==> config.mk <==
export PLATFORM = sky130hd
export DESIGN_NAME = sdcard_dma
export DESIGN_NICKNAME = d
export VERILOG_FILES = /design/src/rtl/sdcard_pkg.sv /design/src/rtl/sdcard_dma.sv
export SDC_FILE = /design/constraint.sdc
export NUM_CORES = 1
export LEC_CHECK = 0
export ABC_AREA = 0
export CAP_MARGIN = 20
export CORE_ASPECT_RATIO = 1.75
export CORE_UTILIZATION = 37
export DETAILED_ROUTE_END_ITERATION = 10
export PLACE_DENSITY = 0.71
export SLEW_MARGIN = 20
export SYNTH_ARGS = -nofsm -noshare
export SYNTH_HDL_FRONTEND = slang
export SYNTH_SLANG_ARGS = --single-unit
==> constraint.sdc <==
create_clock -name clk -period 6.4 [get_ports clk]
set_input_delay 0.96 -clock clk [delete_from_list [all_inputs] [get_ports clk]]
set_output_delay 0.96 -clock clk [all_outputs]
set_load 0.01 [all_outputs]
==> src/rtl/sdcard_pkg.sv <==
// Shared SD card block-interface encodings and sector geometry.
// Used by sdcard_dma and the surrounding card controller.
package sdcard_pkg;

   typedef enum logic [2:0] {
      CmdIdle  = 3'd0,
      CmdRead  = 3'd1,
      CmdNext  = 3'd2,
      CmdPut   = 3'd3,
      CmdWrite = 3'd4
   } sd_cmd_e;

   localparam int unsigned SectorBytes = 512;
   localparam logic [8:0]  LastByte    = 9'(SectorBytes - 1);

endpackage

==> src/rtl/sdcard_dma.sv <==
// Sector-granular DMA between an SD card block port and byte memory.
// Memory->card transfers are built only with SDCARD_DMA_WRITE_EN defined.
module sdcard_dma
   import sdcard_pkg::*;
#(
   parameter logic [23:0] TimeoutCycles = 24'd10_000_000
) (
   input  logic        clk,
   input  logic        rst_n,
   input  logic        start,
   input  logic        dir,
   input  logic [31:0] first_sector,
   input  logic [15:0] sector_count,
   input  logic [31:0] mem_base,
   output logic        busy,
   output logic        done,
   output logic        error,
   output logic [2:0]  sd_command,
   output logic [31:0] sd_sector,
   output logic [7:0]  sd_data_in,
   input  logic [7:0]  sd_data_out,
   input  logic        sd_busy,
   output logic        mem_req,
   output logic        mem_we,
   output logic [31:0] mem_addr,
   output logic [7:0]  mem_wdata,
   input  logic [7:0]  mem_rdata,
   input  logic        mem_ack
);

   typedef enum logic [2:0] {
      Idle, CmdIssue, WaitBusyHigh, WaitBusyLow,
      MemXfer, SdStep, NextSector, Finish
   } state_e;

   localparam logic [23:0] WaitLast = TimeoutCycles - 24'd1;

   state_e      state, state_nx;
   sd_cmd_e     cmd;
   logic        wr, reject, flush, err_q, accept;
   logic [31:0] sector, base;
   logic [15:0] remaining;
   logic [22:0] sect_idx;
   logic [8:0]  byte_cnt;
   logic [23:0] wait_cnt;
   logic [7:0]  data_in_q;

   assign accept = (state == Idle) && start && !sd_busy;

`ifdef SDCARD_DMA_WRITE_EN
   logic dir_q;

   always_ff @(posedge clk) begin
      if (!rst_n)      dir_q <= 1'b0;
      else if (accept) dir_q <= dir;
   end

   assign wr     = dir_q;
   assign reject = 1'b0;
`else
   assign wr     = 1'b0;
   assign reject = dir;
`endif

   always_ff @(posedge clk) begin
      if (!rst_n) state <= Idle;
      else        state <= state_nx;
   end

   always_comb begin
      state_nx = state;
      cmd      = CmdIdle;
      unique case (state)
         Idle: begin
            if (accept) begin
               if (sector_count == 16'd0 || reject) state_nx = Finish;
               else                                 state_nx = CmdIssue;
            end
         end
         CmdIssue: begin
            if (!wr) begin
               cmd      = CmdRead;
               state_nx = WaitBusyHigh;
            end else if (flush) begin
               cmd      = CmdWrite;
               state_nx = WaitBusyHigh;
            end else begin
               state_nx = MemXfer;
            end
         end
         WaitBusyHigh: state_nx = sd_busy ? WaitBusyLow : Finish;
         WaitBusyLow: begin
            if (!sd_busy)                 state_nx = wr ? NextSector : MemXfer;
            else if (wait_cnt == WaitLast) state_nx = Finish;
         end
         MemXfer: if (mem_ack) state_nx = SdStep;
         SdStep: begin
            cmd = wr ? CmdPut : CmdNext;
            // byte_cnt wraps to 0 here, realigning with the card buffer
            if (byte_cnt == LastByte) state_nx = wr ? CmdIssue : NextSector;
            else                      state_nx = MemXfer;
         end
         NextSector: state_nx = (remaining == 16'd1) ? Finish : CmdIssue;
         Finish:     state_nx = Idle;
         default:    state_nx = Idle;
      endcase
   end

   always_ff @(posedge clk) begin
      if (!rst_n) begin
         sector    <= '0;
         base      <= '0;
         remaining <= '0;
         sect_idx  <= '0;
         byte_cnt  <= '0;
         wait_cnt  <= '0;
         data_in_q <= '0;
         flush     <= 1'b0;
         err_q     <= 1'b0;
      end else begin
         unique case (state)
            Idle: begin
               if (accept) begin
                  sector    <= first_sector;
                  remaining <= sector_count;
                  base      <= mem_base;
                  sect_idx  <= '0;
                  byte_cnt  <= '0;
                  flush     <= 1'b0;
                  err_q     <= reject;
               end
            end
            CmdIssue: begin
               wait_cnt <= '0;
               flush    <= 1'b0;
            end
            WaitBusyHigh: if (!sd_busy) err_q <= 1'b1;
            WaitBusyLow: begin
               wait_cnt <= wait_cnt + 24'd1;
               if (sd_busy && wait_cnt == WaitLast) err_q <= 1'b1;
            end
            MemXfer: if (mem_ack && wr) data_in_q <= mem_rdata;
            SdStep: begin
               byte_cnt <= byte_cnt + 9'd1;
               if (byte_cnt == LastByte && wr) flush <= 1'b1;
            end
            NextSector: begin
               sector    <= sector + 32'd1;
               remaining <= remaining - 16'd1;
               sect_idx  <= sect_idx + 23'd1;
            end
            default: ;
         endcase
      end
   end

   assign busy       = (state != Idle);
   assign done       = (state == Finish);
   assign error      = done & err_q;
   assign sd_command = cmd;
   assign sd_sector  = sector;
   assign sd_data_in = data_in_q;
   assign mem_req    = (state == MemXfer);
   assign mem_we     = mem_req & ~wr;
   assign mem_addr   = base + {sect_idx, byte_cnt};
   assign mem_wdata  = sd_data_out;

endmodule

Word level (Yosys, flattened, before mapping)
Cells that the tools add are included.
{"block": "totals", "register_bits": 140, "in_bits": 102, "elab_cells": 70}
{"block": "classes", "n_addsub": 6, "eq_ne": 15, "n_mux": 23, "bitwise": 1, "n_reduce_logical": 17}
{"cell": "$pmux W32 S2", "count": 1}
{"cell": "$pmux W24 S2", "count": 1}
{"cell": "$pmux W23 S2", "count": 1}
{"cell": "$add A32 B1 Y32 const B", "count": 1}
{"cell": "$add A32 B32 Y32", "count": 1}
{"cell": "$mux W32", "count": 1}
{"cell": "$pmux W16 S2", "count": 1}
{"cell": "$add A24 B1 Y24 const B", "count": 1}
{"cell": "$eq A24 B24 Y1 const B", "count": 1}
{"cell": "$pmux W3 S8", "count": 1}
{"cell": "$add A23 B1 Y23 const B", "count": 1}
{"cell": "$mux W23", "count": 1}
{"cell": "$mux W3", "count": 7}
{"cell": "$pmux W9 S2", "count": 1}
{"cell": "$eq A16 B1 Y1 const B", "count": 1}
{"cell": "$logic_not A16 Y1", "count": 1}
{"cell": "$mux W16", "count": 1}
{"cell": "$sub A16 B1 Y16 const B", "count": 1}
{"cell": "$eq A3 B3 Y1 const B", "count": 4}
{"cell": "$add A9 B1 Y9 const B", "count": 1}
{"cell": "$eq A9 B9 Y1 const B", "count": 1}
{"cell": "$mux W9", "count": 1}
{"cell": "$eq A3 B2 Y1 const B", "count": 2}
{"cell": "$ne A2 B2 Y1 const B", "count": 3}
{"cell": "17 further kinds", "count": 26}

Logic depth before layout (Yosys ltp)
Gate-level depths: netlist of the first run.
{"block": "logic_depth", "depth_word": 5, "mapped_depth": 10}

Least setup slack after synthesis of the first run
Ideal clock, no wire load.
{"block": "synth_path", "kind": "reg-to-output", "from": "reg byte_cnt[4]", "to": "out mem_addr[31]", "t_arrival_ns": 2.439, "path_slack_ns": 3.001, "stages_incl_launch_ff": 10, "cell_sequence": "dfxtp_1 > ha_1 > clkbuf_1 > a21oi_1 > nand2_1 > o31ai_1 > a31oi_1 > a221oi_1 > nor3_1 > a211oi_1"}
{"block": "synth_via", "elab_chain_cells": 1}
{"element": "start: declaration", "line": "sdcard_dma.sv:44", "text": "logic [8:0] byte_cnt;"}
{"element": "start signal: assignment", "line": "sdcard_dma.sv:144", "text": "byte_cnt <= byte_cnt + 9'd1;"}
{"element": "$add A32 B32 Y32", "line": "sdcard_dma.sv:165", "text": "assign mem_addr = base + {sect_idx, byte_cnt};"}
{"element": "end: declaration", "line": "sdcard_dma.sv:25", "text": "output logic [31:0] mem_addr,"}
No other way between the ends.

Worst setup path after layout of the first run
Ends and elaborated chain as after synthesis.

==> flow_summary.yaml, run 1 <==
run_status:
  status: "finished clean"
routing:
  wire_per_inst_um: 15.61
  viasPerCell: 5.518
  drtIter0Drc: 407
  remaining_drc_errors: 0
  drtAntennaViolNets: 0
  vias: 8713
  wl_um: 24650
  drtPass1Iterations: 5
power:
  p_int_mw: 1.965
  seqPwrFrac: 0.366
  power_switching_share: 0.2965
  power_frac_comb: 0.223
  peakVddDrop_v: 0.0002108
  leakage_nw: 4.308
  clock_power_share: 0.411
  p_switching_mw: 0.8281
  pwr_density_cell_nw_per_um2: 251.1
logic_synthesis:
  synth_top_cell_area_share: 0.3201
  syn_avg_cell_area_um2: 7.639
  synth_cell_type_count: 63
  synth_cells: 1146
  synth.largest_area_cell: "dfxtp_1"
  ys_async_sr_fraction: 0
  yosys.cell_count.top_type: "nand2_1"
  synth_ff_type: "dfxtp_1"
  ys_ff_latch: 140
  synth_edf_count: 0
  syn_area_um2: 8755
  synthTopCellsByArea: "dfxtp_1 32%, nand2_1 7.2%, a21boi_0 6.3%"
  ys_top_cells_by_count: "167 x nand2_1, 140 x dfxtp_1, 74 x a21boi_0, 74 x a21oi_1, 74 x nor2_1"
  yosysWarnings: 0
  ys_seq_area_frac: 0.3201
clocking:
  cts_sinks: 140
  clkSlewWorstSetupHoldPaths_ns: 0.06
  clockBufferDepth: 2
  cts_setup_buffers: 0
  ctsResizeCount: 0
  clkLatencyLatePin_ns: 0.43
  cts_made_buffers: 17
  cts_root_buffer: "clkbuf_16"
  h-tree-depth: 4
  cts_tree: "built"
  cts_hold_buffers: 0
sta:
  slew_violations: 0
  slew_headroom: 0.4636
  hold_viol: 0
  finalCritPeriodShare: 0.7641
  min_period_ns: 4.890
  fin_tns_setup_ns: 0
  grt_setup_unrepaired: "no"
  final.setup_skew_ns: 0.009016
  fmax_ghz: 0.2045
  worstMarginPinSlew_ns: 0.7962
  setup_viol: 0
flow_run:
  drv_cap: 0
floorplan:
  initial_utilization: 0.3767
  chipHeight_um: 205.5
  ioPinCount: 190
  rows: 74
  core_um2: 23240
  die-area_um2: 24300
  die_x_um: 118.3
final_layout:
  instances_no_fill: 1579
  drive_above_1_share: 0.04549
  syn2layout_area_growth_pct: 27.03
  diodes: 0
  fin_nets: 1403
grt:
  antenna_found_initial: 0
  grt_usage: 0.2025
  grt.overflow.total: 0
  grt_pass1_wl_um: 39440
  first_global_vias: 8343
  grt_max_degree: 84
min_path:
  min_path_type: "reg -> reg"
worst_setup_path:
  cp-start-kind: "flop"
  cp_data_required_time_ns: 5.44
  cp-end-kind: "primary output"
  r2r_slack_ns: 3.27
  worstPathMaxFanout: 7
  cp.arrival_ns: 3.93
  crit_type: "reg -> out"
placed_design:
  port_buffers: 156
  dp_cells: 1547
  hpwlAfterDp_um: 18150
  place_congestion: 0.8712
==> metrics by stage <==
step           setup slack [ns]  instance area (um^2)    util  hold WS (ns)  total power, mW
6_report                  1.510                 11120  0.4785        0.4711            2.793
3_5_place_dp              1.994                 10440  0.4493        0.4658            1.667
5_1_grt                   1.221                 11120  0.4785        0.4906            2.927
4_1_cts                   1.531                 11120  0.4785        0.4740            2.821
2_1_floorplan             3.001                  8785       -        0.4411            1.404
3_3_place_gp              2.006                 10440  0.4493        0.4554            1.656
==> flip-flops by register name, summed over array words and instances, names as in the netlist <==
register and flops:
base 32, err_q 1, byte_cnt 9, sect_idx 23
wait_cnt 24, state 3, remaining 16, sd_sector 32
==> critical path, stage by stage, from the launching register on <==
cell             delay (ns)
dfxtp_1                0.41
ha_1                   0.34
a21oi_1                0.20
nand2_1                0.09
o31ai_1                0.55
a31oi_1                0.36
a221oi_1               0.61
nor3_1                 0.12
a211oi_1               0.23
clkdlybuf4s50_1        0.58
==> area by class of cell <==
cell class	count	area (um^2)
clock buffer	18	439.2
sequential	140	2803
fill	2312	12120
inverter	22	82.58
multi-input combinational	918	5564
tap	304	380.4
timing repair buffer	163	1612
clock inverter	14	240.2
==> cells in the final DEF, fill, tap and decap left out, types with 5 or more instances in the layout <==
cell type          n
a211oi_1           6
a21boi_0          74
a21o_1            14
a21oi_1           74
a221oi_1           6
a22oi_1            7
a31oi_1           15
and2_1            34
and3_1            30
and4_1             5
buf_4              8
bufinv_16          6
clkbuf_16         17
clkdlybuf4s50_1  155
conb_1             9
dfxtp_1          140
ha_1              38
inv_1             21
mux2_2             5
mux2i_1           14
nand2_1          167
nand3_1           63
nand4_1           15
nor2_1            73
nor2b_1           21
nor3_1            37
nor4_1            13
o211ai_1          22
o21a_1            14
o21ai_0           58
o21bai_1           7
o31ai_1            7
or3_1             10
xnor2_1           18
xor2_1            11
==> routing by layer <==
layer,up-vias,global-route usage,wire length (um)
met1,4061,0.2022,9455
met3,64,0.03714,1218
met5,-,0,0
met2,235,0.3924,13030
li1,4353,-,-
met4,0,0.1067,942
==> worst paths after layout <==
| path | endpoint | startpoint | depth (start not counted) |
|---|---|---|---|
| min reg2reg | base[0] | base[0] | 2 |
| max reg2reg | sd_sector[29] | state[1] | 8 |
| min | base[0] | base[0] | 2 |
| max | mem_addr[31] | byte_cnt[4] | 9 |
==> logic make-up after synthesis <==
logic type	share of synthesized area
DFF	0.3201
muxes	0.02244
xor gates and xnor gates	0.02901
other	0.0004283
adders and majority gates	0.05660
buffers and inverters	0.05002
AOI/OAI and AO/OA	0.2457
and+or+nand+nor	0.2757
==> power groups by stage <==
stage          clock network (mW)  logic [mW]  registers (mW)
2_1_floorplan                   0       0.390            1.01
3_3_place_gp                    0       0.618            1.04
3_5_place_dp                    0       0.627            1.04
4_1_cts                      1.17       0.629            1.02
5_1_grt                      1.21       0.688            1.03
6_report                     1.15       0.623            1.02
Note: power is estimated with default switching activity, not from simulation.
==> run 2: changes to the inputs <==
- PLACE_DENSITY: 0.71 -> 0.74
- clock period: 6.4 -> 4.2 ns (I/O delays scaled with it)
==> run 2 against run 1 <==
Against the previous run: sequential share of layout area up 0.051 points; largest power group is now registers; critical endpoint unchanged; clock skew down 0.0019 ns; worst setup slack worse by 1.3 ns; largest cell class unchanged; hold slack worse by 0.0012 ns; utilization down 0.097 points; power up 44%; critical path depth up 1; die area unchanged; design area down 0.20%; sequential power up 53%.
==> flow_summary.yaml, run 2 (same netlist as run 1, synthesis figures left out) <==
run_status:
  status: "finished clean"
placed_design:
  place_congestion: 0.8569
  hpwlAfterDp_um: 18240
  place_ws_ns: 0.2969
  dp_cells: 1550
  port_buffers: 156
clocking:
  clockBufferDepth: 2
  cts_sinks: 140
  clkLatencyLatePin_ns: 0.42
  cts_tree: "built"
  clkSlewWorstSetupHoldPaths_ns: 0.06
  cts_made_buffers: 17
  h-tree-depth: 4
  cts_root_buffer: "clkbuf_16"
routing:
  wire_per_inst_um: 15.67
  viasPerCell: 5.539
  drtPass1Iterations: 5
  wl_um: 24770
  vias: 8757
  drtIter0Drc: 482
  remaining_drc_errors: 0
  drtAntennaViolNets: 0
power:
  peakVddDrop_v: 0.0002899
  leakage_nw: 4.283
  pwr_density_cell_nw_per_um2: 362.5
grt:
  grt_max_degree: 96
  first_global_vias: 8657
  grt_pass1_wl_um: 40670
  antenna_found_initial: 0
  grt.overflow.total: 0
  grt_usage: 0.2059
floorplan:
  core_um2: 23240
  die-area_um2: 24300
  rows: 74
  ioPinCount: 190
  die_x_um: 118.3
  chipHeight_um: 205.5
  initial_utilization: 0.3767
worst_setup_path:
  worstPathMaxFanout: 7
  crit_type: "reg -> out"
  max_stage_delay_ns: 0.59
  cpMaxStageDelayCell: "clkdlybuf4s50_1"
  crit_path_cell_trace: "ha_1, a21oi_2, nand2_1, o31ai_4, a31oi_2, a221oi_2, buf_4, nor3_1, a211oi_1, clkdlybuf4s50_1"
  cp.arrival_ns: 3.40
  cp-end-kind: "primary output"
  cp_data_required_time_ns: 3.57
  cp-start-kind: "flop"
sta:
  fin_tns_setup_ns: 0
  hold_viol: 0
  setup_ws_ns: 0.1662
  grt_setup_unrepaired: "no"
  slew_violations: 0
  final.setup_skew_ns: 0.007156
  worstMarginPinSlew_ns: 0.8523
  finalCritPeriodShare: 0.9604
  fmax_ghz: 0.2479
  setup_viol: 0
  slew_headroom: 0.4318
  min_period_ns: 4.034
min_path:
  min_path_type: "reg -> reg"
final_layout:
  instances_no_fill: 1581
  layout_commonest_cell: "nand2_1"
  diodes: 0
  syn2layout_area_growth_pct: 26.77
  final_util: 0.4775
  drive_above_1_share: 0.05012
  layout_common_cells: "167 x nand2_1, 155 x clkdlybuf4s50_1, 140 x dfxtp_1, 74 x a21boi_0, 73 x nor2_1"
  fillers: 2260
  fin_nets: 1406
flow_run:
  drv_cap: 0
[run 2: cell types whose count changed in the layout (fill, tap and decap cells not counted), moves of 2 or more]
cell / delta
a21oi_1: -2
a21oi_2: +2
buf_4: +2
bufinv_16: -4
clkbuf_1: +3
clkbuf_8: +3
clkinv_2: +2
clkinv_4: -2
inv_6: -2
[run 2: metrics by stage]
step / hold slack, ns / power, mW / cell area (um^2)
2_1_floorplan: 0.4411 / 2.139 / 8785
3_3_place_gp: 0.4554 / 2.526 / 10480
3_5_place_dp: 0.4677 / 2.548 / 10480
4_1_cts: 0.4736 / 4.058 / 11070
5_1_grt: 0.4947 / 4.221 / 11100
6_report: 0.4699 / 4.023 / 11100
[run 2: critical path, delay by kind of cell (launching register included)]
family                     cells  cell delay (ns)
adders and majority gates      1             0.35
AOI/OAI and AO/OA              5             1.28
DFF                            1             0.42
buffers and inverters          2             0.75
and+or+nand+nor                2             0.17
[run 2: cell type report]
class / count / area (um^2) / share of cell area
clock buffers: 24 / 491.7 / 0.04431
clock inverters: 7 / 87.58 / 0.007892
inverters: 22 / 82.58 / 0.007441
multi-input cells: 918 / 5607 / 0.5052
flip-flops and latches: 140 / 2803 / 0.2525
well taps: 304 / 380.4 / 0.03427
repair buffers: 166 / 1647 / 0.1484
[run 2: layer usage]
layer	track usage	routed length, um	up-vias
li1	-	-	4345
met1	0.2096	9662	4105
met2	0.3987	13130	258
met3	0.03603	1187	49
met4	0.1016	791	0
met5	0	0	-
[run 2: report_power, final]
group,internal (mW),switching [mW],leakage (nW)
clock,0.930,0.573,0.286
combinational,0.438,0.520,2.86
sequential,1.43,0.131,1.14
[run 2: what timing repair did]
action,4_1_cts,5_1_grt
endpoints found under the setup margin,6,5
setup buffers,0,0
resized for setup,3,6
gates cloned,0,0
hold buffers,0,0
[run 2: path summary, 6_finish.rpt]
check / from / endpoint / slack (ns) / cells after the start
setup / recovery: byte_cnt[4] / mem_addr[31] / 0.17 / 10
hold reg to reg: base[12] / base[12] / 0.47 / 2
setup reg to reg: state[1] / wait_cnt[21] / 1.24 / 6
hold / removal: base[12] / base[12] / 0.47 / 2
